[config.mk]
export PLATFORM = sky130hd
export DESIGN_NAME = clkdiv_ratio_ctrl_flat
export DESIGN_NICKNAME = d
export VERILOG_FILES = /design/src/rtl/clkdiv_ratio_ctrl_pkg.sv /design/src/rtl/clkdiv_ratio_ctrl_if.sv /design/src/rtl/clkdiv_ratio_ctrl_core.sv /design/src/rtl/clkdiv_ratio_ctrl.sv /design/src/flat_wrapper.sv
export SDC_FILE = /design/constraint.sdc
export NUM_CORES = 1
export LEC_CHECK = 0
export CAP_MARGIN = 20
export CORE_ASPECT_RATIO = 0.9
export CORE_MARGIN = 2
export CORE_UTILIZATION = 55
export DETAILED_ROUTE_END_ITERATION = 8
export HOLD_SLACK_MARGIN = 0.02
export PLACE_DENSITY = 0.77
export SYNTH_ARGS = -nofsm -noshare
export SYNTH_HDL_FRONTEND = slang
export SYNTH_HIERARCHICAL = 1
export SYNTH_SLANG_ARGS = --single-unit
[constraint.sdc]
create_clock -name clk -period 6.4 [get_ports clk]
set_input_delay 1.28 -clock clk [delete_from_list [all_inputs] [get_ports clk]]
set_output_delay 1.28 -clock clk [all_outputs]
set_load 0.05 [all_outputs]
[src/rtl/clkdiv_ratio_ctrl_pkg.sv]
// Shared types and helpers for the programmable clock-enable divider.
// Defining CLKDIV_ODD_EN makes odd ratios >= 3 legal.
package clkdiv_pkg;

    typedef enum logic [1:0] {
        IDLE = 2'd0,
        RUN  = 2'd1,
        PEND = 2'd2
    } state_e;

    localparam int unsigned CLKDIV_STOP = 32'd0;

    function automatic logic is_legal_div(input int unsigned n);
        logic ok;
        if (n == CLKDIV_STOP) begin
            ok = 1'b1;
        end else begin
`ifdef CLKDIV_ODD_EN
            ok = (n >= 32'd2);
`else
            // A nonzero even ratio is necessarily >= 2.
            ok = (n[0] == 1'b0);
`endif
        end
        return ok;
    endfunction

endpackage

[src/rtl/clkdiv_ratio_ctrl_if.sv]
// Config request channel of the divider controller: valid/ready plus error pulse.
interface clkdiv_ratio_ctrl_if #(
    parameter int CNT_W = 8
) ();
    logic             cfg_valid;
    logic             cfg_ready;
    logic [CNT_W-1:0] cfg_div;
    logic             cfg_err;

    modport master (
        output cfg_valid,
        output cfg_div,
        input  cfg_ready,
        input  cfg_err
    );

    modport slave (
        input  cfg_valid,
        input  cfg_div,
        output cfg_ready,
        output cfg_err
    );
endinterface

[src/rtl/clkdiv_ratio_ctrl_core.sv]
// Period counter and waveform decode for a ratio supplied by the controller.
module clkdiv_core #(
    parameter int CNT_W = 8
) (
    input  logic             clk,
    input  logic             resetn,
    input  logic             run,
    input  logic [CNT_W-1:0] ratio,
    input  logic             load,
    output logic [CNT_W-1:0] cnt,
    output logic             div_out,
    output logic             period_tick
);
    logic [CNT_W-1:0] r_cnt;
    logic             w_last;
    logic [CNT_W-1:0] w_half;

    assign w_last = (r_cnt == (ratio - CNT_W'(1)));
    // For odd ratios ratio>>1 equals (ratio-1)/2, giving the sub-50% duty for free.
    assign w_half = ratio >> 1;

    // Period counter: restarts on load, holds zero while stopped.
    always_ff @(posedge clk) begin
        if (!resetn) begin
            r_cnt <= '0;
        end else if (load || !run || w_last) begin
            r_cnt <= '0;
        end else begin
            r_cnt <= r_cnt + CNT_W'(1);
        end
    end

    assign cnt         = r_cnt;
    assign div_out     = run && (r_cnt >= CNT_W'(1)) && (r_cnt <= w_half);
    assign period_tick = run && w_last;

endmodule

[src/rtl/clkdiv_ratio_ctrl.sv]
// Ratio controller: accepts config requests and applies them only at period boundaries.
// Build option: CLKDIV_ODD_EN enables odd ratios >= 3.
module clkdiv_ratio_ctrl
    import clkdiv_pkg::*;
#(
    parameter int CNT_W = 8
) (
    input  logic                 clk,
    input  logic                 resetn,
    clkdiv_ratio_ctrl_if.slave   cfg,
    output logic                 div_out,
    output logic                 period_tick,
    output logic [CNT_W-1:0]     active_div,
    output logic                 pending
);
    state_e           r_state;
    state_e           w_state_nxt;
    logic [CNT_W-1:0] r_active_div;
    logic [CNT_W-1:0] w_active_nxt;
    logic [CNT_W-1:0] r_pending_div;
    logic [CNT_W-1:0] w_pending_nxt;
    logic             r_cfg_err;
    logic             w_load;
    logic             w_xfer;
    logic             w_legal;
    logic             w_stop_req;
    logic             w_run;
    logic             w_boundary;
    logic [CNT_W-1:0] w_cnt;

    assign w_run      = (r_state != IDLE);
    assign w_xfer     = cfg.cfg_valid && cfg.cfg_ready;
    assign w_legal    = is_legal_div(32'(cfg.cfg_div));
    assign w_stop_req = (cfg.cfg_div == CNT_W'(CLKDIV_STOP));
    assign w_boundary = w_run && (w_cnt == (r_active_div - CNT_W'(1)));

    clkdiv_core #(.CNT_W(CNT_W)) u_core (
        .clk         (clk),
        .resetn      (resetn),
        .run         (w_run),
        .ratio       (r_active_div),
        .load        (w_load),
        .cnt         (w_cnt),
        .div_out     (div_out),
        .period_tick (period_tick)
    );

    // Controller state, ratio registers and the one-cycle error pulse.
    always_ff @(posedge clk) begin
        if (!resetn) begin
            r_state       <= IDLE;
            r_active_div  <= '0;
            r_pending_div <= '0;
            r_cfg_err     <= 1'b0;
        end else begin
            r_state       <= w_state_nxt;
            r_active_div  <= w_active_nxt;
            r_pending_div <= w_pending_nxt;
            r_cfg_err     <= w_xfer && !w_legal;
        end
    end

    // Next-state logic; illegal requests fall through with everything unchanged.
    always_comb begin
        w_state_nxt   = r_state;
        w_active_nxt  = r_active_div;
        w_pending_nxt = r_pending_div;
        w_load        = 1'b0;
        case (r_state)
            IDLE: begin
                if (w_xfer && w_legal && !w_stop_req) begin
                    w_state_nxt  = RUN;
                    w_active_nxt = cfg.cfg_div;
                    w_load       = 1'b1;
                end else begin
                    w_state_nxt  = IDLE;
                end
            end
            RUN: begin
                if (w_xfer && w_legal) begin
                    if (!w_boundary) begin
                        w_state_nxt   = PEND;
                        w_pending_nxt = cfg.cfg_div;
                    end else if (w_stop_req) begin
                        w_state_nxt  = IDLE;
                        w_active_nxt = '0;
                    end else begin
                        w_active_nxt = cfg.cfg_div;
                        w_load       = 1'b1;
                    end
                end else begin
                    w_state_nxt = RUN;
                end
            end
            PEND: begin
                if (!w_boundary) begin
                    w_state_nxt = PEND;
                end else if (r_pending_div == CNT_W'(CLKDIV_STOP)) begin
                    w_state_nxt  = IDLE;
                    w_active_nxt = '0;
                end else begin
                    w_state_nxt  = RUN;
                    w_active_nxt = r_pending_div;
                    w_load       = 1'b1;
                end
            end
            default: begin
                w_state_nxt  = IDLE;
                w_active_nxt = '0;
            end
        endcase
    end

    assign cfg.cfg_ready = (r_state != PEND);
    assign cfg.cfg_err   = r_cfg_err;
    assign active_div    = r_active_div;
    assign pending       = (r_state == PEND);

endmodule

[src/flat_wrapper.sv]
// flat-port wrapper written by rule: the top's interface ports become plain ports
module clkdiv_ratio_ctrl_flat import clkdiv_pkg::*;
#(
    parameter int CNT_W = 8
)
  (clk, resetn, div_out, period_tick, active_div, pending, cfg_cfg_valid, cfg_cfg_div, cfg_cfg_ready, cfg_cfg_err);
  clkdiv_ratio_ctrl_if #(.CNT_W(CNT_W)) cfg_i ();
  input  logic clk;
  input  logic resetn;
  output logic div_out;
  output logic period_tick;
  output logic [CNT_W-1:0] active_div;
  output logic pending;
  input wire logic [$bits(cfg_i.cfg_valid)-1:0] cfg_cfg_valid;
  input wire logic [$bits(cfg_i.cfg_div)-1:0] cfg_cfg_div;
  output wire logic [$bits(cfg_i.cfg_ready)-1:0] cfg_cfg_ready;
  output wire logic [$bits(cfg_i.cfg_err)-1:0] cfg_cfg_err;
  assign cfg_i.cfg_valid = cfg_cfg_valid;
  assign cfg_i.cfg_div = cfg_cfg_div;
  assign cfg_cfg_ready = cfg_i.cfg_ready;
  assign cfg_cfg_err = cfg_i.cfg_err;
  clkdiv_ratio_ctrl #(.CNT_W(CNT_W)) u_core (.clk(clk), .resetn(resetn), .cfg(cfg_i), .div_out(div_out), .period_tick(period_tick), .active_div(active_div), .pending(pending));
endmodule
Word-level counts from Yosys, hierarchy flattened
Index checks and enable logic that the tools add are counted.
{"block": "totals", "register_bits": 27}
{"block": "op_classes", "n_addsub": 2, "n_lt_le_gt_ge": 2, "eq_ne": 9, "muxes": 22, "n_bitwise": 3, "reduce_logical": 19}
{"op": "$mux W8", "n": 6}
{"op": "$pmux W8 S3", "n": 1}
{"op": "$logic_not A8 Y1", "n": 2}
{"op": "$mux W1", "n": 9}
{"op": "$add A8 B1 Y8 const B", "n": 1}
{"op": "$eq A8 B8 Y1", "n": 1}
{"op": "$ge A8 B1 Y1 const B", "n": 1}
{"op": "$le A8 B7 Y1", "n": 1}
{"op": "$mux W2", "n": 4}
{"op": "$sub A8 B1 Y8 const B", "n": 1}
{"op": "$logic_and A1 B1 Y1", "n": 7}
{"op": "$ne A2 B2 Y1 const B", "n": 3}
{"op": "$pmux W2 S3", "n": 1}
{"op": "$ne A2 B1 Y1 const B", "n": 2}
{"op": "$ne A4 B3 Y1 const B", "n": 1}
{"op": "$reduce_and A4 Y1", "n": 1}
{"op": "$logic_not A1 Y1", "n": 3}
{"op": "$not A1 Y1", "n": 3}
{"op": "$pmux W1 S3", "n": 1}
{"op": "$reduce_and A3 Y1", "n": 1}
{"op": "$eq A2 B1 Y1 const B", "n": 1}
{"op": "$eq A2 B2 Y1 const B", "n": 1}
{"op": "$logic_not A2 Y1", "n": 1}
{"op": "$logic_or A1 B1 Y1", "n": 2}
{"op": "other kinds (2)", "n": 2}

Depth between registers and ports, before layout
{"block": "logic_depth", "ltp_word": 9, "depth_mapped": 10}

Modules after synthesis
Netlist, hierarchy kept.
{"module": "clkdiv_ratio_ctrl", "n_inst": 1, "cells_per_inst": 155, "area_per_inst_um2": 1231.2}
{"module": "clkdiv_core", "n_inst": 1, "cells_per_inst": 94, "area_per_inst_um2": 814.5}

Least setup slack after synthesis
No wires, ideal clock.
{"block": "synth_timing", "path_kind": "register to output", "startpoint": "register u_core.r_active_div[2], in the netlist u_core/active_div[2]", "endpoint": "output port div_out", "arrival_time_ps": 3439, "t_required_ps": 5120, "setup_slack_ps": 1681, "stages_incl_launch_ff": 8, "path_buffers": 0, "path_cell_list": "dfxtp_1 inv_1 ha_1 nor2b_1 o21a_1 o211ai_1 a21oi_1 nor4b_1"}
{"block": "synth_via", "elab_chain_cells": 2}
{"item": "from (decl)", "line": "clkdiv_ratio_ctrl.sv:18", "rtl": "logic [CNT_W-1:0] r_active_div;"}
{"item": "from (signal assigned)", "line": "clkdiv_ratio_ctrl.sv:57", "rtl": "r_active_div <= w_active_nxt;"}
{"item": "$le A8 B7 Y1", "line": "clkdiv_ratio_ctrl_core.sv:34", "rtl": "assign div_out = run && (r_cnt >= CNT_W'(1)) && (r_cnt <= w_half);"}
{"item": "$logic_and A1 B1 Y1", "line": "clkdiv_ratio_ctrl_core.sv:34"}
{"item": "to (decl)", "line": "flat_wrapper.sv:10", "rtl": "output logic div_out;"}
Every way passes these cells.

Final worst setup path
Same ends and word-level chain as after synthesis.

==> impl_results.md <==
* Number of cells upsized or downsized after cts at 0
* RSZ-0062 raised after global routing: no
* Required @ worst endpoint at 5120 ps
* Synth async-reset ratio at 0%
* VDD IR max at 0.000108 V
* Largest net degree at the start of global routing at 36
* Xor/xnor share of the synthesized area at 11.1%
* Antenna violations before repair at 0
* Yosys cell types at 52
* Ranking of synthesized cells by area: dfxtp_1 26%, ha_1 7.3%, mux2i_1 7.3%
* Worst slew pin tran at 893 ps
* Final nets at 292
* Max H-tree Level at 1
* Post-CTS Setup Inserts at 0
* First DRT Iteration DRCs at 110
* Fraction of layout cells with a size suffix above 1 at 7.84%
* Max_slew headroom at 40.3%
* First-pass GRT wire length at 6.87 mm
* Leak at 0.974 nW
* Startpoint Class: register
* Antenna-violating nets left at 0
* Synth Instances at 249
* Max Freq at 226 MHz
* Crit Path Max Fanout at 13
* Worst Setup Path Type: register to output pin
* HP Class: register to register
* Avg Cell Area, Syn at 8.22 µm²
* Clk root buf: clkbuf_8
* DP Area at 2290 µm²
* Area leader, netlist: dfxtp_1
* Die height at 61.9 µm
* Share of the synthesized area in the top cell type at 26.4%
* GR Util All Layers at 21.6%
* Post-Synth Adder-Cell Area at 7.34%
* Final setup fails at 0
* Pwr dens at 168 nW/µm²
* Die width at 68.3 µm
* Filler cell count at 328
* Clock Latency Late Sink at 280 ps
* Max cap viols at 0
* Fin crit period at 4420 ps
* Initial Util at 56.0%
* Syn_nets at 272
* Maximum clock path buffer count at 2
* Post-synth EDFFs at 0
* Mapped Area at 2050 µm²
* Hold Buf Count CTS at 0
* Yosys warns at 6
* Crit path DAT at 3140 ps
* Post-DR vias/cell at 5.56
* Synth Area in Compound Gates at 14.2%
* IO Port Bufs at 23
* CTS Buf Count at 3
* CTS tree: done
* Via count at 1746
* Synth Register Bits at 27
* I/O Pins at 24
* FF-to-FF path depth at 10
* CTS Sinks at 27
* Clk_skew at 13.4 ps
* Core Area at 3650 µm²
* Final GP Congestion at 0.838
* Final instance area at 2360 µm²
* Fin. Hold Viols at 0
* Crit share post-route at 69.1%
* Utilization after layout at 64.5%
* Num rows at 21
* Setup TNS at 0 ps
* GRT Residual Overflow at 0
* Hold Path Depth at 2
* Worst setup EP type: output pin
* Vias in the first global route at 1485
* Final HPWL from detailed placement at 3.18 mm
* Status: complete, no violations
* Wire per inst at 13.6 µm
* Post-synth top flop: dfxtp_1
* Diode count at 0
* Largest family of logic cells by synthesized area: simple AND/OR/NAND/NOR gates
* Die area at 4220 µm²
* DRC at 0
* Multiplexer share of the synthesized area at 7.34%
* Post-synthesis simple-gate area fraction at 27.3%
* Post-synthesis sequential area ratio at 26.4%
* Area grow syn2layout at 15.2%
* DRT Pass-1 Iters at 4
* Worst-path clk slew at 110 ps
* Total Wirelength at 4.28 mm
* Pins Over Slew Limit at 0
synth_stat cells (2+ instances only):
cell and n:
nand3_1 8, or2_2 2, clkbuf_1 7, and2_1 2, o21ai_0 10, and3b_1 2, a22oi_1 2, mux2i_1 15
and3b_2 2, xnor2_1 11, nor2_1 17, nand4_1 3, nand2_1 38, dfxtp_1 27, xor2_1 13, a21o_1 2
inv_1 23, nor2b_1 5, a21oi_1 3, o21a_1 3, nor3_1 4, nand3b_1 5, nor4_1 5, ha_1 12
layout make-up:
class | instances | area [µm²] | share of cell area (%)
Sequential cell | 27 | 541 | 22.9
Clock buffer | 3 | 41.3 | 1.75
Clock inverter | 1 | 8.76 | 0.372
Multi-Input combinational cell | 190 | 1380 | 58.4
Inverter | 23 | 86.3 | 3.66
Tap cell | 46 | 57.6 | 2.44
Timing Repair Buffer | 24 | 245 | 10.4
registers in the layout, indices dropped and copies added (netlist names):
signal,cells
u_core/active_div,8
u_core/cfg.cfg_err,1
u_core/r_pending_div,8
u_core/r_state,2
u_core/u_core/cnt,8
logic make-up after synthesis:
family                   Yosys count
XOR/XNOR                          25
buffers and inverters             32
multiplexers                      15
adder cells (fa/ha/maj)           12
AND/OR/NAND/NOR                  105
AO/OA/AOI/OAI                     33
flip-flops                        27
layer usage:
metal	part of all wire (%)	vias up	routed length (µm)	track usage (%)
li1	-	893	-	-
met1	52	819	2220	32.1
met2	44	30	1890	32.5
met3	3.2	4	135	3.06
met4	0.86	0	37	6.86
met5	0	-	0	0
power breakdown:
part           internal [mW]  switching (mW)
Combinational         0.0502          0.0590
Clock                 0.0457          0.0571
Sequential             0.173          0.0117
critical path: stages (launching register included):
cell             delay [ps]
dfxtp_1                 650
inv_1                   120
ha_1                    330
nor2b_1                 140
o21a_1                  170
o211ai_1                170
a21oi_1                  90
nor4b_1                 320
clkdlybuf4s50_1         870
cell usage in the layout (no fill, tap or decap), types with 2 or more instances in the layout:
cell | netlist | layout
nand2_1 | 38 | 38
dfxtp_1 | 27 | 27
clkdlybuf4s50_1 | 0 | 23
inv_1 | 23 | 23
nor2_1 | 17 | 17
mux2i_1 | 15 | 15
xor2_1 | 13 | 13
ha_1 | 12 | 12
xnor2_1 | 11 | 11
o21ai_0 | 10 | 10
nand3_1 | 8 | 8
nor2b_1 | 5 | 5
nor4_1 | 5 | 5
nand3b_1 | 5 | 5
nor3_1 | 4 | 4
clkbuf_8 | 0 | 3
nand4_1 | 3 | 3
a21oi_1 | 3 | 3
o21a_1 | 3 | 3
or2_2 | 2 | 2
and3b_1 | 2 | 2
and2_1 | 2 | 2
a22oi_1 | 2 | 2
a21o_1 | 2 | 2
and3b_2 | 2 | 2
final timing paths:
path | from | endpoint | slack (ps)
max | u_core/active_div[2]$_SDFFE_PN0P_ | div_out | 1980
min reg2reg | u_core/r_pending_div[0]$_SDFFE_PN0P_ | u_core/r_pending_div[0]$_SDFFE_PN0P_ | 460
min | u_core/r_pending_div[0]$_SDFFE_PN0P_ | u_core/r_pending_div[0]$_SDFFE_PN0P_ | 460
max reg2reg | u_core/active_div[0]$_SDFFE_PN0P_ | u_core/u_core/cnt[7]$_SDFF_PP0_ | 3530
through the flow:
step / hold slack (ps) / setup WS [ps] / std cells / total power, mW
finish: 464 / 1980 / 314 / 0.396
global route: 492 / 1820 / 314 / 0.418
CTS: 469 / 1990 / 313 / 0.402
detailed placement: 453 / 2350 / 309 / 0.296
global placement: 438 / 2380 / 309 / 0.294
floorplan: 423 / 1680 / 249 / 0.269
(Power assumes the default switching activity.)
